[src/rtl/vga_pixfifo.sv]
// Pixel FIFO between an upstream pixel source and a VGA display controller.
// Entries carry {sof, pixel}. A small FSM keeps the display frame-aligned with
// the stream: it flushes until a start-of-frame entry is at the head, arms, and
// then locks on the controller's new-frame pulse. A frame that runs short, runs
// long, or underflows drops it back to FLUSH.
module vga_pixfifo #(
  parameter int                 BPC        = 4,
  parameter int                 LGFIFO     = 5,
  parameter logic [3*BPC-1:0]   FILL_COLOR = '0
) (
  input  logic                  i_pixclk,
  input  logic                  i_reset,
  input  logic                  i_valid,
  output logic                  o_ready,
  input  logic [3*BPC-1:0]      i_pixel,
  input  logic                  i_sof,
  input  logic                  i_rd,
  input  logic                  i_newframe,
  output logic [3*BPC-1:0]      o_pixel,
  output logic [LGFIFO:0]       o_fill,
  output logic                  o_locked,
  output logic                  o_underflow,
  output logic                  o_resync,
  output logic [15:0]           o_err_count
);

  localparam int PW = 3 * BPC;
  localparam int D  = 1 << LGFIFO;

  localparam logic [1:0] FLUSH  = 2'd0;
  localparam logic [1:0] ARMED  = 2'd1;
  localparam logic [1:0] ACTIVE = 2'd2;

  logic [PW:0]       mem [D];
  logic [LGFIFO-1:0] wr_ptr, rd_ptr;
  logic [LGFIFO:0]   fill, fill_nxt;
  logic              ready_q;
  logic [1:0]        state, state_nxt;
  logic              expect_sof, expect_nxt;
  logic [15:0]       err_count;

  logic [PW:0]       head;
  logic              head_sof, empty, wr, pop, rd_ok, underflow, resync;

  assign head     = mem[rd_ptr];
  assign head_sof = head[PW];
  assign empty    = (fill == '0);
  assign wr       = i_valid && ready_q;
  // Occupancy never exceeds D, so bit LGFIFO set means exactly full.
  assign fill_nxt = fill + (LGFIFO+1)'(wr) - (LGFIFO+1)'(pop);

  // Frame-alignment FSM: decides pops, pulses and the next state.
  always_comb begin
    state_nxt  = state;
    expect_nxt = expect_sof;
    pop        = 1'b0;
    rd_ok      = 1'b0;
    underflow  = 1'b0;
    resync     = 1'b0;
    case (state)
      FLUSH: begin
        if (!empty) begin
          if (head_sof) state_nxt = ARMED;
          else          pop       = 1'b1;
        end
      end
      ARMED: begin
        if (i_newframe) begin
          state_nxt  = ACTIVE;
          expect_nxt = 1'b1;
        end
      end
      ACTIVE: begin
        if (i_rd) begin
          if (empty) begin
            underflow = 1'b1;
            resync    = 1'b1;
            state_nxt = FLUSH;
          end else if (head_sof == expect_sof) begin
            pop        = 1'b1;
            rd_ok      = 1'b1;
            expect_nxt = 1'b0;
          end else begin
            resync    = 1'b1;
            state_nxt = FLUSH;
          end
        end
        // New-frame wins over the clear from a coincident pop; the pop itself
        // was already checked against the old flag above.
        if (i_newframe) expect_nxt = 1'b1;
      end
      default: state_nxt = FLUSH;
    endcase
    if (i_reset) begin
      pop    = 1'b0;
      rd_ok  = 1'b0;
      underflow = 1'b0;
      resync = 1'b0;
    end
  end

  // FIFO storage: written only when an upstream transfer is accepted.
  always_ff @(posedge i_pixclk) begin
    if (wr) mem[wr_ptr] <= {i_sof, i_pixel};
  end

  // Pointers, occupancy, registered ready, FSM state and error counter.
  always_ff @(posedge i_pixclk) begin
    if (i_reset) begin
      wr_ptr     <= '0;
      rd_ptr     <= '0;
      fill       <= '0;
      ready_q    <= 1'b1;
      state      <= FLUSH;
      expect_sof <= 1'b0;
      err_count  <= '0;
    end else begin
      if (wr)  wr_ptr <= wr_ptr + 1'b1;
      if (pop) rd_ptr <= rd_ptr + 1'b1;
      fill       <= fill_nxt;
      ready_q    <= !fill_nxt[LGFIFO];
      state      <= state_nxt;
      expect_sof <= expect_nxt;
      if (resync && err_count != 16'hFFFF) err_count <= err_count + 16'd1;
    end
  end

  assign o_ready     = ready_q;
  assign o_fill      = fill;
  assign o_locked    = (state == ACTIVE);
  assign o_underflow = underflow;
  assign o_resync    = resync;
  assign o_err_count = err_count;
  assign o_pixel     = rd_ok ? head[PW-1:0] : FILL_COLOR;

endmodule

[config.mk]
export PLATFORM = sky130hd
export DESIGN_NAME = vga_pixfifo
export DESIGN_NICKNAME = d
export VERILOG_FILES = /design/src/rtl/vga_pixfifo.sv
export SDC_FILE = /design/constraint.sdc
export NUM_CORES = 1
export LEC_CHECK = 0
export BUFFER_PORTS_ARGS = -buffer_cell sky130_fd_sc_hd__buf_2
export CAP_MARGIN = 5
export CORE_ASPECT_RATIO = 1.1
export CORE_MARGIN = 2
export CORE_UTILIZATION = 54
export DETAILED_ROUTE_END_ITERATION = 6
export GPL_TIMING_DRIVEN = 0
export PLACE_DENSITY = 0.71
export RECOVER_POWER = 100
export SYNTH_ARGS = -nofsm -noshare
export SYNTH_HDL_FRONTEND = slang
export SYNTH_SLANG_ARGS = --single-unit
export TNS_END_PERCENT = 50
[constraint.sdc]
create_clock -name i_pixclk -period 8.8 [get_ports i_pixclk]
set_input_delay 0.44 -clock i_pixclk [delete_from_list [all_inputs] [get_ports i_pixclk]]
set_output_delay 0.44 -clock i_pixclk [all_outputs]
set_load 0.02 [all_outputs]
## Word level (Yosys, flattened, before mapping)

Memories as Yosys holds them, arrays and structs flattened. A register that Yosys moved wholly into a read port is not among the register bits.
Cells that the tools add are included.

| storage, ports and cells | value |
|---|---|
| register bits after elaboration | 36 |
| latch bits | 0 |
| memory bits (writable) | 416 |
| ROM bits | 0 |
| bits of input ports | 18 |
| output and inout port bits | 38 |
| word-level logic and storage cells | 69 |
| memories kept | 1 |

Memories:

| name | words | width | read ports | clocked after Yosys merged registers in | wr ports | line | text |
|---|---|---|---|---|---|---|---|
| mem | 32 | 13 | 1 | 1 | 1 | 34 | `logic [PW:0] mem [D];` |

| cells by class | value |
|---|---|
| $add $sub $neg | 5 |
| multiply operators | 0 |
| divide/modulo/power cells | 0 |
| $lt $le $gt $ge | 0 |
| equality and inequality tests | 12 |
| shift operators | 0 |
| muxes and demuxes | 36 |
| bitwise gates (word level) | 0 |
| reductions and logical operators | 8 |

Operators with widths:

| kind | number |
|---|---|
| two-way mux 1 bit | 24 |
| adder 16 x 1 -> 16 bit (second input constant) | 1 |
| inequality test 16 bit (second input constant) | 1 |
| two-way mux 12 bit | 1 |
| two-way mux 2 bit | 6 |
| adder 5 x 1 -> 5 bit (second input constant) | 2 |
| two-way mux 5 bit | 2 |
| AND reduction 5 bit | 2 |
| inequality test 3 bit (second input constant) | 3 |
| inequality test 2 bit (second input constant) | 4 |
| adder 6 x 1 -> 6 bit | 1 |
| zero test 6 bit | 1 |
| case mux 2 bit (3 select lines) | 1 |
| subtractor 6 x 1 -> 6 bit | 1 |
| case mux 1 bit (2 select lines) | 2 |
| inequality test 3 x 2 -> 1 bit (second input constant) | 1 |
| == test 2 x 1 -> 1 bit (second input constant) | 1 |
| == test 2 bit (second input constant) | 1 |
| logical AND 1 bit | 2 |
| zero test 2 bit | 1 |
| nonzero test 2 bit | 1 |
| == test 1 bit | 1 |
| zero test 1 bit | 1 |

## Depth between registers and ports, before layout

| depth | value |
|---|---|
| word-level depth | 8 |
| mapped depth | 20 |
| mapped depth without buffers | 18 |

## Worst setup path after synthesis

OpenSTA, ideal clock, no wires.

| timing | value |
|---|---|
| path kind | register to register |
| start point | register (tool-made name) |
| end point | register fill[4] (netlist: o_fill[4]) |
| setup time | 0.128 ns |
| arrival time | 2.966 ns |
| required time | 8.672 ns |
| setup slack | 5.707 ns |
| stages on the path, launching flop included | 21 |
| path buffers | 2 |
| clock period less this slack | 3.093 ns |
| path through | dfxtp_1 buf_6 buf_12 mux2i_1 a22oi_1 nand3_1 nand2_2 o211a_1 o21ai_1 inv_1 ha_1 inv_1 ha_1 inv_1 fa_1 inv_1 a21oi_1 nor2_1 nor2_1 xor2_1 nor2_1 |

RTL lines:

| what | line | text |
|---|---|---|
| end signal, assigned | 120 | `fill <= fill_nxt;` |
| end, declared | 36 | `logic [LGFIFO:0] fill, fill_nxt;` |

==> out/metrics.csv <==
stage,metric,value,unit
clock_tree,post-CTS setup buffers,0,
clock_tree,clk root buf,clkbuf_16,
finish,area of the multi-input gates,0.004496,mm²
finish,fillers,2348,
worst_setup_path,Worst EP arrival,4.24,ns
synth,Syn. warnings,0,
timing,setup TNS,0,ns
clock_tree,CTS tree,done,
synth,Post-Syn Area per Cell,19.64,µm²
synth,predominant post-synthesis flop cell,edfxtp_1,
synth,"area leader, netlist",edfxtp_1,
synth,Post-Syn Nets,959,
worst_setup_path,Worst setup SP type,register,
synth,sequential fraction of the synthesis area,0.7353,
drt,WL final,40250,µm
job,max-capacitance violation count,10,
power_and_ir_drop,PnR Total Power,0.005392,W
finish,layout cells sized above 1,0.1900,
run_status,status,"finished, violations left",
timing,final slew viol count,174,
floorplanning,chip width,178.6,µm
power_and_ir_drop,Lkg Pwr,6.276,nW
floorplanning,# IOs,56,
timing,Max Clock Skew,0.01738,ns
floorplanning,core area,0.03311,mm²
synth,Post-Synth Simple-Gate Area,0.04250,
worst_hold_path,Hold WC Path Type,in2reg,
timing,Finish-stage setup viols,0,
synth,area share of the largest cell type after synthesis,0.6900,
clock_tree,latest clock arrival within the worst-skew pair,0.56,ns
timing,min Tclk post-route,4.681,ns
synth,Synth cell types,47,
finish,ant diodes,0,
clock_tree,Num CTS Buffers,46,
timing,Least-Margin Pin Slew,1.626,ns
synth,compound-cell area share of the yosys netlist,0.01852,
global_routing,GRT Total Usage,0.2379,
floorplanning,height of the die,196.0,µm
placed_design,GPL Wtd Cong,0.8474,
finish,register area,0.01331,mm²
synth,Seq cells post-synth,457,
timing,period utilization,0.5319,
synth,Synth area leaders,"edfxtp_1 (69%), mux4_2 (15%), dfxtp_1 (4.5%)",
synth,Post-Synth Adder-Cell Area,0.01355,
global_routing,initial antenna violation count,0,
clock_tree,CTS resizes,0,
synth,xor/xnor cell area share of the yosys netlist,0.003870,
drt,DR WL/cell,26.55,µm
drt,vias per cell,6.123,
clock_tree,CTS clock-pin slew for the worst setup and hold paths,0.06,ns
floorplanning,Initial Util,0.5469,
worst_setup_path,"Req. time, crit path",8.36,ns
synth,ys async rst share,0,
synth,cell count after synthesis,922,
synth,Synth Cell Area,0.01810,mm²
drt,DRC Markers,0,
worst_setup_path,CP max FO,10,
synth,Post-synth top cells,"edfxtp_1 (416), mux4_2 (120), nor2_1 (71), dfxtp_1 (41), mux2i_1 (33)",
floorplanning,DIE AREA,0.03501,mm²
timing,RSZ-0062 raised after global routing,no,
drt,DR iter-0 viols,1070,
clock_tree,CTS Buffer Depth,3,
power_and_ir_drop,Power Dens Cells,263.5,mW/mm²
run_status,violated checks,"max-capacitance violations, max-slew violations",
global_routing,vias in the first global route,9284,
synth,post-synthesis mux area share,0.1700,
drt,DR pass1 iterations,5,
placed_design,Detail Placement HPWL,25750,µm
global_routing,Overflow after GRT,0,
drt,Via Count,9283,
floorplanning,standard-cell row count,70,
global_routing,largest net degree at the start of global routing,33,
finish,Layout area overhead,13.03,%
synth,Post-synth EDFFs,416,
synth,top-count cell post-synth,edfxtp_1,
placed_design,IO buf count,55,
timing,achievable frequency,213.7,MHz
clock_tree,hold-fix buffers at CTS,0,
worst_setup_path,critical path class,reg2out,
clock_tree,htree depth,2,
drt,Antenna Violating Nets Remaining,0,
global_routing,first-pass GRT wire length,59400,µm
synth,largest family of logic cells by synthesized area,multiplexers,
power_and_ir_drop,maximum vdd drop,0.0001622,V
clock_tree,clock sinks,457,
finish,final net count,1084,
timing,normalized max-slew margin,-0.08810,
timing,"Hold Violations, Final",0,
worst_setup_path,crit end category,output port,
## report_power, final
| group | internal (W) | total, W | switching (W) |
|---|---|---|---|
| Sequential | 0.00242 | 0.00245 | 0.0000284 |
| Clock | 0.00119 | 0.00197 | 0.000784 |
| Combinational | 0.000423 | 0.000965 | 0.000542 |
| Total | 0.00404 | 0.00539 | 0.00135 |
## state kept, by name, summed over array words and instances, names as in the netlist, named ones only
register     cells
o_err_count     16
o_ready          1
wr_ptr           5
o_fill           6
mem            416
expect_sof       1
state            2
rd_ptr           5
## worst max-delay path: stages (launching register included)
cell      delay [ns]
dfxtp_1         0.32
clkbuf_1        0.57
and2_0          0.37
a22oi_1         0.15
nand3_1         0.11
nand2_1         0.14
nor3_1          0.32
o21a_1          0.21
clkbuf_1        0.33
nand2_1         0.26
clkbuf_1        0.31
nor2_1          0.32
clkbuf_1        0.27
## routing by layer
metal,global-route usage,part of all wire,up-vias
met2,0.3807,0.49,446
li1,-,-,3989
met3,0.05543,0.086,66
met4,0.07136,0.025,0
met1,0.3306,0.40,4782
met5,0,0,-
## placed cells by master (no fill, tap or decap), types with 9 or more instances in the layout
cell type and count:
dfxtp_1 41, mux2i_1 33, edfxtp_1 416, clkbuf_16 49, ha_1 18, mux4_2 120
nand2_1 31, clkbuf_1 112, clkinv_1 9, nand3_1 18, buf_2 11, nor2_1 71
a21oi_1 17, inv_1 21
## area by class of cell
class / count / area share
clock inverter: 24 / 0.01296
clock buffer: 61 / 0.06212
timing repair buffer: 77 / 0.01437
multi-input combinational: 400 / 0.2197
inverter: 21 / 0.003852
tap: 432 / 0.02641
sequential: 457 / 0.6506
buffer: 44 / 0.01003
## cells by family (layout without fill, tap and decap cells)
kind of cell | after synthesis | count (layout)
compound gates | 52 | 52
xor+xnor | 8 | 8
fa+ha+maj | 19 | 19
buf+inv | 65 | 227
flops | 457 | 457
mux | 157 | 157
simple gates | 164 | 164
## per-stage QoR
step           worst slack, ns  hold slack (ns)  utilization  area (µm²)  std cells
3_3_place_gp             5.042           0.4558       0.5715       18920       1409
4_1_cts                  4.373           0.2783       0.6260       20720       1514
5_1_grt                  3.833           0.3273       0.6181       20460       1516
6_report                 4.119           0.2928       0.6181       20460       1516
3_5_place_dp             4.996           0.4609       0.5796       19190       1429
2_1_floorplan            5.707           0.4333            -       18100        922
## final timing paths
path / from / end / slack (ns) / cells past startpoint
worst min-delay path: i_newframe / expect_sof / 0.29 / 5
worst max register to register: register / o_fill[4] / 4.43 / 19
worst max-delay path: register / o_pixel[1] / 4.12 / 12
worst min register to register: rd_ptr[4] / rd_ptr[4] / 0.47 / 1
No activity file was read; power rests on OpenSTA's default activity.
